<file path="src/rtl/mux_scan_ctrl_pkg.sv">
// rtl/mux_scan_ctrl_pkg.sv - shared widths and scan FSM state encoding for mux_scan_ctrl
package mux_scan_ctrl_pkg;

  localparam int N_CH  = 4;
  localparam int SEL_W = 2;
  localparam int CNT_W = 4;

  localparam logic [1:0] ST_IDLE    = 2'd0;
  localparam logic [1:0] ST_SETTLE  = 2'd1;
  localparam logic [1:0] ST_CAPTURE = 2'd2;
  localparam logic [1:0] ST_DONE    = 2'd3;

  typedef enum logic [1:0] {
    IDLE    = ST_IDLE,
    SETTLE  = ST_SETTLE,
    CAPTURE = ST_CAPTURE,
    DONE    = ST_DONE
  } scan_state_t;

endpackage

</file>
<file path="src/rtl/mux_scan_ctrl_next_chan_pe.sv">
// rtl/mux_scan_ctrl_next_chan_pe.sv - priority encoder finding the next enabled channel
module next_chan_pe
  import mux_scan_ctrl_pkg::*;
(
  input  logic [N_CH-1:0]  mask,
  input  logic [SEL_W-1:0] cur,
  input  logic             from_start,
  output logic [SEL_W-1:0] nxt,
  output logic             found
);

  // Lowest set bit of mask, restricted to indices above cur unless the search starts a scan.
  // Walking downward lets the lowest qualifying index overwrite any higher one.
  always_comb begin
    nxt   = '0;
    found = 1'b0;
    for (int i = N_CH - 1; i >= 0; i--) begin
      if (mask[i] && (from_start || (i > int'(cur)))) begin
        nxt   = SEL_W'(i);
        found = 1'b1;
      end
    end
  end

endmodule

</file>
<file path="src/rtl/mux_scan_ctrl.sv">
// rtl/mux_scan_ctrl.sv - scans enabled mux4x1 channels, settles, captures y into a result word
module mux_scan_ctrl
  import mux_scan_ctrl_pkg::*;
#(
  parameter int SETTLE_CYCLES = 2
) (
  input  logic             clk,
  input  logic             rst_n,
  input  logic             start,
  input  logic [N_CH-1:0]  chan_mask,
  input  logic             y_in,
  output logic [SEL_W-1:0] s,
  output logic [N_CH-1:0]  sample,
  output logic             valid,
  output logic             busy
);

  localparam logic [CNT_W-1:0] LAST_CNT = CNT_W'(SETTLE_CYCLES - 1);

  scan_state_t      state_q, state_d;
  logic [CNT_W-1:0] cnt_q, cnt_d;
  logic [SEL_W-1:0] ch_q, ch_d;
  logic [N_CH-1:0]  mask_q, mask_d;
  logic [N_CH-1:0]  cap_q, cap_d;
  logic [N_CH-1:0]  cap_new;
  logic [SEL_W-1:0] s_d;
  logic [N_CH-1:0]  sample_d;
  logic             valid_d;
  logic             busy_d;

  logic             pe_from_start;
  logic [N_CH-1:0]  pe_mask;
  logic [SEL_W-1:0] pe_nxt;
  logic             pe_found;

  // In IDLE the search runs on the live request mask; mid-scan it runs on the latched one.
  assign pe_from_start = (state_q == IDLE);
  assign pe_mask       = (state_q == IDLE) ? chan_mask : mask_q;

  next_chan_pe u_next_chan_pe (
    .mask       (pe_mask),
    .cur        (ch_q),
    .from_start (pe_from_start),
    .nxt        (pe_nxt),
    .found      (pe_found)
  );

  // Capture word with the current channel's bit replaced by the live mux output.
  always_comb begin
    cap_new        = cap_q;
    cap_new[ch_q]  = y_in;
  end

  // State and registered outputs; reset discards any partial scan.
  always_ff @(posedge clk or negedge rst_n) begin
    if (!rst_n) begin
      state_q <= IDLE;
      cnt_q   <= '0;
      ch_q    <= '0;
      mask_q  <= '0;
      cap_q   <= '0;
      s       <= '0;
      sample  <= '0;
      valid   <= 1'b0;
      busy    <= 1'b0;
    end else begin
      state_q <= state_d;
      cnt_q   <= cnt_d;
      ch_q    <= ch_d;
      mask_q  <= mask_d;
      cap_q   <= cap_d;
      s       <= s_d;
      sample  <= sample_d;
      valid   <= valid_d;
      busy    <= busy_d;
    end
  end

  // Next-state and next-output logic; valid is raised only on the edge entering DONE.
  always_comb begin
    state_d  = state_q;
    cnt_d    = cnt_q;
    ch_d     = ch_q;
    mask_d   = mask_q;
    cap_d    = cap_q;
    s_d      = s;
    sample_d = sample;
    valid_d  = 1'b0;
    busy_d   = busy;

    unique case (state_q)
      IDLE: begin
        busy_d = 1'b0;
        if (start) begin
          mask_d = chan_mask;
          cap_d  = '0;
          if (pe_found) begin
            ch_d    = pe_nxt;
            s_d     = pe_nxt;
            cnt_d   = '0;
            busy_d  = 1'b1;
            state_d = SETTLE;
          end else begin
            sample_d = '0;
            valid_d  = 1'b1;
            state_d  = DONE;
          end
        end
      end

      SETTLE: begin
        if (cnt_q == LAST_CNT) begin
          cnt_d   = '0;
          state_d = CAPTURE;
        end else begin
          cnt_d = cnt_q + 4'd1;
        end
      end

      CAPTURE: begin
        cap_d = cap_new;
        if (pe_found) begin
          ch_d    = pe_nxt;
          s_d     = pe_nxt;
          cnt_d   = '0;
          state_d = SETTLE;
        end else begin
          sample_d = cap_new;
          valid_d  = 1'b1;
          busy_d   = 1'b0;
          state_d  = DONE;
        end
      end

      DONE: begin
        busy_d  = 1'b0;
        state_d = IDLE;
      end

      default: state_d = IDLE;
    endcase
  end

endmodule

</file>
<file path="config.mk">
export PLATFORM = sky130hd
export DESIGN_NAME = mux_scan_ctrl
export DESIGN_NICKNAME = d
export VERILOG_FILES = /design/src/rtl/mux_scan_ctrl_pkg.sv /design/src/rtl/mux_scan_ctrl_next_chan_pe.sv /design/src/rtl/mux_scan_ctrl.sv
export SDC_FILE = /design/constraint.sdc
export NUM_CORES = 1
export LEC_CHECK = 0
export BUFFER_PORTS_ARGS = -buffer_cell sky130_fd_sc_hd__buf_2
export CORE_MARGIN = 10
export CORE_UTILIZATION = 59
export DETAILED_ROUTE_END_ITERATION = 16
export PLACE_DENSITY = 0.86
export SYNTH_ARGS = -nofsm -noshare
export SYNTH_HDL_FRONTEND = slang
export SYNTH_HIERARCHICAL = 1
export SYNTH_SLANG_ARGS = --single-unit
</file>
<file path="constraint.sdc">
create_clock -name clk -period 5.6 [get_ports clk]
set_clock_uncertainty 0.2 [all_clocks]
set_input_delay 0.56 -clock clk [delete_from_list [all_inputs] [get_ports clk]]
set_output_delay 0.56 -clock clk [all_outputs]
set_load 0.03 [all_outputs]
</file>
* Word-level counts from Yosys, hierarchy flattened
Index checks and enable logic that the tools add are counted.
** Word-level totals
- Register bits :: 24
- Latch bits :: 0
- Memory bits (writable) :: 0
- Bits in read-only memories :: 0
- Input port bits :: 8
- Output and inout port bits :: 8
- Word-level logic and storage cells :: 80
- Memories :: 0
** Cells by class
- Add/subtract/negate cells :: 1
- Multiply operators :: 0
- Divide/modulo/power cells :: 0
- $lt $le $gt $ge :: 5
- Equality and inequality tests :: 8
- Shift operators :: 0
- Mux-type cells :: 39
- Bitwise logic cells :: 0
- Reductions and logical operators :: 18
** Operators by type and width (number)
- $mux W4 :: 8
- $mux W2 :: 11
- $pmux W4 S2 :: 2
- $pmux W4 S3 :: 1
- $mux W1 :: 10
- $reduce_and A2 Y1 :: 5
- $ne A2 B2 Y1 const B :: 4
- $pmux W2 S2 :: 2
- $pmux W2 S4 :: 1
- $reduce_bool A3 Y1 :: 2
- $logic_and A1 B1 Y1 :: 5
- $add A4 B1 Y4 const B :: 1
- $bwmux W4 :: 1
- $eq A2 B2 Y1 const B :: 2
- $eq A4 B1 Y1 const B :: 1
- $gt A2 B2 Y1 const A :: 2
- $reduce_and A4 Y1 :: 1
- $logic_or A1 B1 Y1 :: 3
- $lt A2 B3 Y1 const B :: 1
- $pmux W1 S3 :: 1
- $demux W1 S2 :: 1
- $eq A2 B1 Y1 const B :: 1
- $ge A2 B1 Y1 const B :: 1
- $gt A1 B2 Y1 const A :: 1
- other kinds (3) :: 3

* Logic depth before layout (Yosys ltp)
- Word-level depth :: 10
- Depth in mapped cells :: 8
- Mapped depth without buffers :: 8

* Modules after synthesis
The synthesis kept the hierarchy.
** Modules (own cells, without submodules)
- mux_scan_ctrl :: instances 1, cells each 85, area each 1014.7 um2, sequential area each 550.5 um2
- next_chan_pe :: instances 1, cells each 16, area each 93.8 um2, sequential area each 0.0 um2

* Worst setup path after synthesis
Ideal clock, no wire load.
- Kind :: register to register
- From :: reg state_q[1]
- To :: reg s[0]
- Library setup time :: 0.125 ns
- Data arrival time :: 2.189 ns
- Data required time :: 5.275 ns
- Setup slack :: 3.086 ns
- Stages on the path, launching flop included :: 9
- Buffers on the path :: 0
- Clock period less this slack :: 2.514 ns
- Cells stage by stage :: dfrtp_1 nor2_1 mux2_2 nor2_1 a2bb2oi_1 o21ai_0 inv_1 or2_1 mux2_2
** On the way
- Cells in the longest elaborated chain, start to end :: 10
- Elaborated cells on any way between the ends :: 24
- Those cells by class :: 2 x eq/ne; 12 x mux; 10 x reduce/logical
** Ends and longest elaborated chain
- start: declaration :: RTL line mux_scan_ctrl.sv:20 : scan_state_t state_q, state_d;
- start signal: assignment :: RTL line mux_scan_ctrl.sv:67 : state_q <= state_d;
- $logic_not A2 Y1 (*) :: RTL line mux_scan_ctrl.sv:37 : assign pe_from_start = (state_q == IDLE);
- via pe_from_start :: RTL line mux_scan_ctrl.sv:31 : logic pe_from_start;
- $mux W4 (*) :: RTL line mux_scan_ctrl.sv:38 : assign pe_mask = (state_q == IDLE) ? chan_mask : mask_q;
- via pe_mask[3] :: RTL line mux_scan_ctrl.sv:32 : logic [N_CH-1:0] pe_mask;
- $logic_and A1 B1 Y1 (*) :: RTL line mux_scan_ctrl_next_chan_pe.sv:18 : if (mask[i] && (from_start || (i > int'(cur)))) begin
- $mux W1 (*) (4 in a row) :: RTL line mux_scan_ctrl_next_chan_pe.sv:18
- via pe_found :: RTL line mux_scan_ctrl.sv:34 : logic pe_found;
- $mux W2 (*) :: RTL line mux_scan_ctrl.sv:97, mux_scan_ctrl.sv:122
- $mux W2 :: RTL line mux_scan_ctrl.sv:94 : if (start) begin
- $pmux W2 S2 (*) :: RTL line mux_scan_ctrl.sv:91 : unique case (state_q)
- end signal: assignment :: RTL line mux_scan_ctrl.sv:62 : s <= '0;
- end signal: assignment :: RTL line mux_scan_ctrl.sv:72 : s <= s_d;
- end: declaration :: RTL line mux_scan_ctrl.sv:12 : output logic [SEL_W-1:0] s,
Mark *: on every way through the listed nets, which the timed path passes. The rest lies on a longest branch. The select of a mux whose other input is x is not followed.
A chain may end at the register's enable or synchronous reset.

* Worst setup path after layout
- From :: reg state_q[1]
- To :: reg s[1]
Same word-level chain as after synthesis.

==> impl_metrics.env <==
export IMPL_synthToLayoutAreaGrowth_pct=13.8
export IMPL_grt_max_degree=23
export IMPL_cts_buffers=3
export IMPL_synth_area_um2=1110
export IMPL_die_area_um2=4010
export IMPL_cp_start_kind="register"
export IMPL_start_util_pct=63.5
export IMPL_max_freq_ghz=0.352
export IMPL_synth_top_family_by_area="multiplexers"
export IMPL_layout_drive_gt1_share_pct=26.4
export IMPL_drc=0
export IMPL_rsz0062_at_grt="no"
export IMPL_worstReg2RegEnd="s[1]"
export IMPL_arrival_ps=2850
export IMPL_combPwrFrac_pct=50.9
export IMPL_cp_startpoint="state_q[1]"
export IMPL_cp_required_ps=5610
export IMPL_synth_seq_cells=22
export IMPL_clockBufferDepth=2
export IMPL_postRouteAntennaNets=0
export IMPL_synth_compound_area_share_pct=14.8
export IMPL_final_setup_tns_ps=0
export IMPL_syn_nets=111
export IMPL_grt_pass1_wl_mm=3.70
export IMPL_synth_edf_count=0
export IMPL_powerDensity_nw_per_um2=604
export IMPL_h_tree_depth=1
export IMPL_hold_class="input port to register"
export IMPL_seqPwrFrac_pct=37.7
export IMPL_gp_routability_congestion=0.745
export IMPL_synth_simple_area_share_pct=14.4
export IMPL_viasPerCell=5.73
export IMPL_synth_cell_types=28
export IMPL_p_total_uw=761
export IMPL_dr_total_vias=837
export IMPL_firstDrtPassIters=4
export IMPL_synth_mux_area_share_pct=16.5
export IMPL_ys_flop_type="dfrtp_1"
export IMPL_cellLeakagePower_nw=0.608
export IMPL_rows=15
export IMPL_die_h_um=63.3
export IMPL_p_int_uw=437
export IMPL_tightest_slew_ps=629
export IMPL_pin_count=16
export IMPL_grt_remaining_overflow=0
export IMPL_cp_slowest_cell="nor2_1"
export IMPL_r2r_slack_ps=2760
export IMPL_fin_area_um2=1260
export IMPL_post_drt_wl_per_cell_um=14.7
export IMPL_reg2reg_from="state_q[1]"
export IMPL_endpoint="s[1]"
export IMPL_path_cells="nor2_1, mux2_2, nor2_1, a2bb2oi_1, o21ai_0, inv_1, or2_1, mux2_2"
export IMPL_synth_sequential_area_ratio_pct=49.7
export IMPL_clk_latency_ps=310
export IMPL_status="completed"
export IMPL_p_sw_share_pct=42.7
export IMPL_max_stage_delay_ps=520
export IMPL_period_needed_ps=2840
export IMPL_cp_max_fo=10
export IMPL_root_buffer="clkbuf_4"
export IMPL_finalHoldViolations=0
export IMPL_relSlewSlack_pct=57.9
export IMPL_fin_nets=132
export IMPL_drt_initial_drc_count=24
export IMPL_fin_crit_sh_pct=50.7
export IMPL_coreArea_um2=1750
export IMPL_crit_type="register to register"
export IMPL_peakVddDrop_mv=0.303
export IMPL_hpwlAfterDp_mm=1.63
export IMPL_maxCapViolations=0
export IMPL_synthArstFlopShare_pct=100
export IMPL_syn_area_per_cell_um2=11.0
export IMPL_synth_fa_ha_area_share_pct=2.26
export IMPL_hold_slack_ps=281
export IMPL_cp_end_kind="register"
export IMPL_portBuffers=15
export IMPL_grt_total_usage_pct=10.9
export IMPL_setup_viol_count_final=0
export IMPL_num_antenna_cells=0
export IMPL_antenna_found_initial=0
export IMPL_ys_warn_count=6
export IMPL_drv_slew=0
export IMPL_die_w_um=63.3
export IMPL_dpl_cell_area_um2=1210
export IMPL_syn_inst=101
export IMPL_switchingPower_uw=325
export IMPL_postCtsSetupBuffers=0
export IMPL_reg2reg_depth=8
export IMPL_grt_pass1_vias=834
export IMPL_synth_xor_area_share_pct=0
export IMPL_routed_wl_mm=2.15
export IMPL_min_path_cells=2
export IMPL_cts_sinks=22
export IMPL_cts_tree="yes"
export IMPL_power_share_clock_pct=11.4
export IMPL_cts_clk_slew_worst_paths_ps=110
logic make-up (layout without fill, tap and decap cells):
kind of cell / Yosys count / count (layout)
flip-flops: 22 / 22
AO/OA/AOI/OAI: 23 / 23
buffers and inverters: 7 / 27
adder cells (fa/ha/maj): 2 / 2
multiplexers: 17 / 17
AND/OR/NAND/NOR: 30 / 30
power by group through the flow:
| stage | Combinational (mW) | Clock, mW | Sequential, mW |
|---|---|---|---|
| after detailed placement | 0.388 | 0 | 0.289 |
| final | 0.388 | 0.0868 | 0.287 |
| after global routing | 0.427 | 0.0937 | 0.299 |
| after floorplan | 0.257 | 0 | 0.323 |
| after CTS | 0.391 | 0.0895 | 0.287 |
| after global placement | 0.374 | 0 | 0.284 |
through the flow:
stage	worst slack, ps	cells	utilization (%)
3_3_place_gp	2930	141	69.6
4_1_cts	2740	146	72.3
3_5_place_dp	2770	141	69.6
2_1_floorplan	3090	101	-
6_report	2760	146	72.3
5_1_grt	2540	146	72.3
metal layers:
layer / wire (um) / global-route usage (%) / vias to the layer above / share of wire, %
li1: - / - / 404 / -
met1: 975 / 12.9 / 410 / 45
met2: 1040 / 18.3 / 18 / 48
met3: 90 / 2.30 / 5 / 4.2
met4: 44 / 4.92 / 0 / 2.0
met5: 0 / 0 / - / 0
cells in the mapped netlist, types with 2 or more instances:
cell / number / share of area, %
dfrtp_1: 22 / 50
mux2_2: 10 / 10
inv_1: 7 / 2.4
mux2i_1: 7 / 6.3
nand2_1: 7 / 2.4
nand2b_1: 7 / 4.0
o21ai_0: 7 / 3.2
nor2_1: 5 / 1.7
o2bb2ai_1: 4 / 3.2
a21oi_1: 2 / 0.90
ha_1: 2 / 2.3
nand3_1: 2 / 0.90
nor2b_1: 2 / 1.1
nor3_1: 2 / 0.90
o211ai_1: 2 / 1.4
area by class of cell:
type / instances / area [um^2]
flip-flops and latches: 22 / 551
multi-input cells: 72 / 532
fillers: 140 / 484
repair buffers: 16 / 85.1
clock buffers: 4 / 36.3
well taps: 25 / 31.3
inverters: 7 / 26.3
how the worst min path moves through the flow:
stage,slack [ps],from,endpoint
final,280,chan_mask[2],mask_q[2]
after global routing,280,chan_mask[1],mask_q[1]
after CTS,280,chan_mask[2],mask_q[2]
after detailed placement,270,sample[0],sample[0]
after global placement,260,cap_q[3],cap_q[3]
after floorplan,60,rst_n,busy
cells in the final DEF, fill, tap and decap left out, drive strengths merged, types with 2 or more instances in the layout:
cell type | netlist | layout
dfrtp | 22 | 22
buf | 0 | 15
mux2 | 10 | 10
inv | 7 | 7
nand2b | 7 | 7
mux2i | 7 | 7
o21ai | 7 | 7
nand2 | 7 | 7
nor2 | 5 | 5
o2bb2ai | 4 | 4
clkbuf | 0 | 4
o211ai | 2 | 2
nor2b | 2 | 2
nand3 | 2 | 2
ha | 2 | 2
a21oi | 2 | 2
nor3 | 2 | 2
or3 | 2 | 2
flip-flops by register name, summed over array words and instances (netlist names):
register / count
s: 2
valid: 1
cnt_q: 4
sample: 4
cap_q: 4
mask_q: 4
busy: 1
state_q: 2
critical path: cells and delay by family, from the launching register on:
kind                   cells  cell delay [ps]
AOI/OAI and AO/OA          2              340
muxes                      2              780
buffers and inverters      1              150
and+or+nand+nor            3              810
DFF                        1              460
what timing repair did:
item / CTS / global route
resized for setup: 0 / 0
hold buffers: 1 / 0
endpoints found under the hold margin: 12 / 0
(Power assumes the default switching activity.)
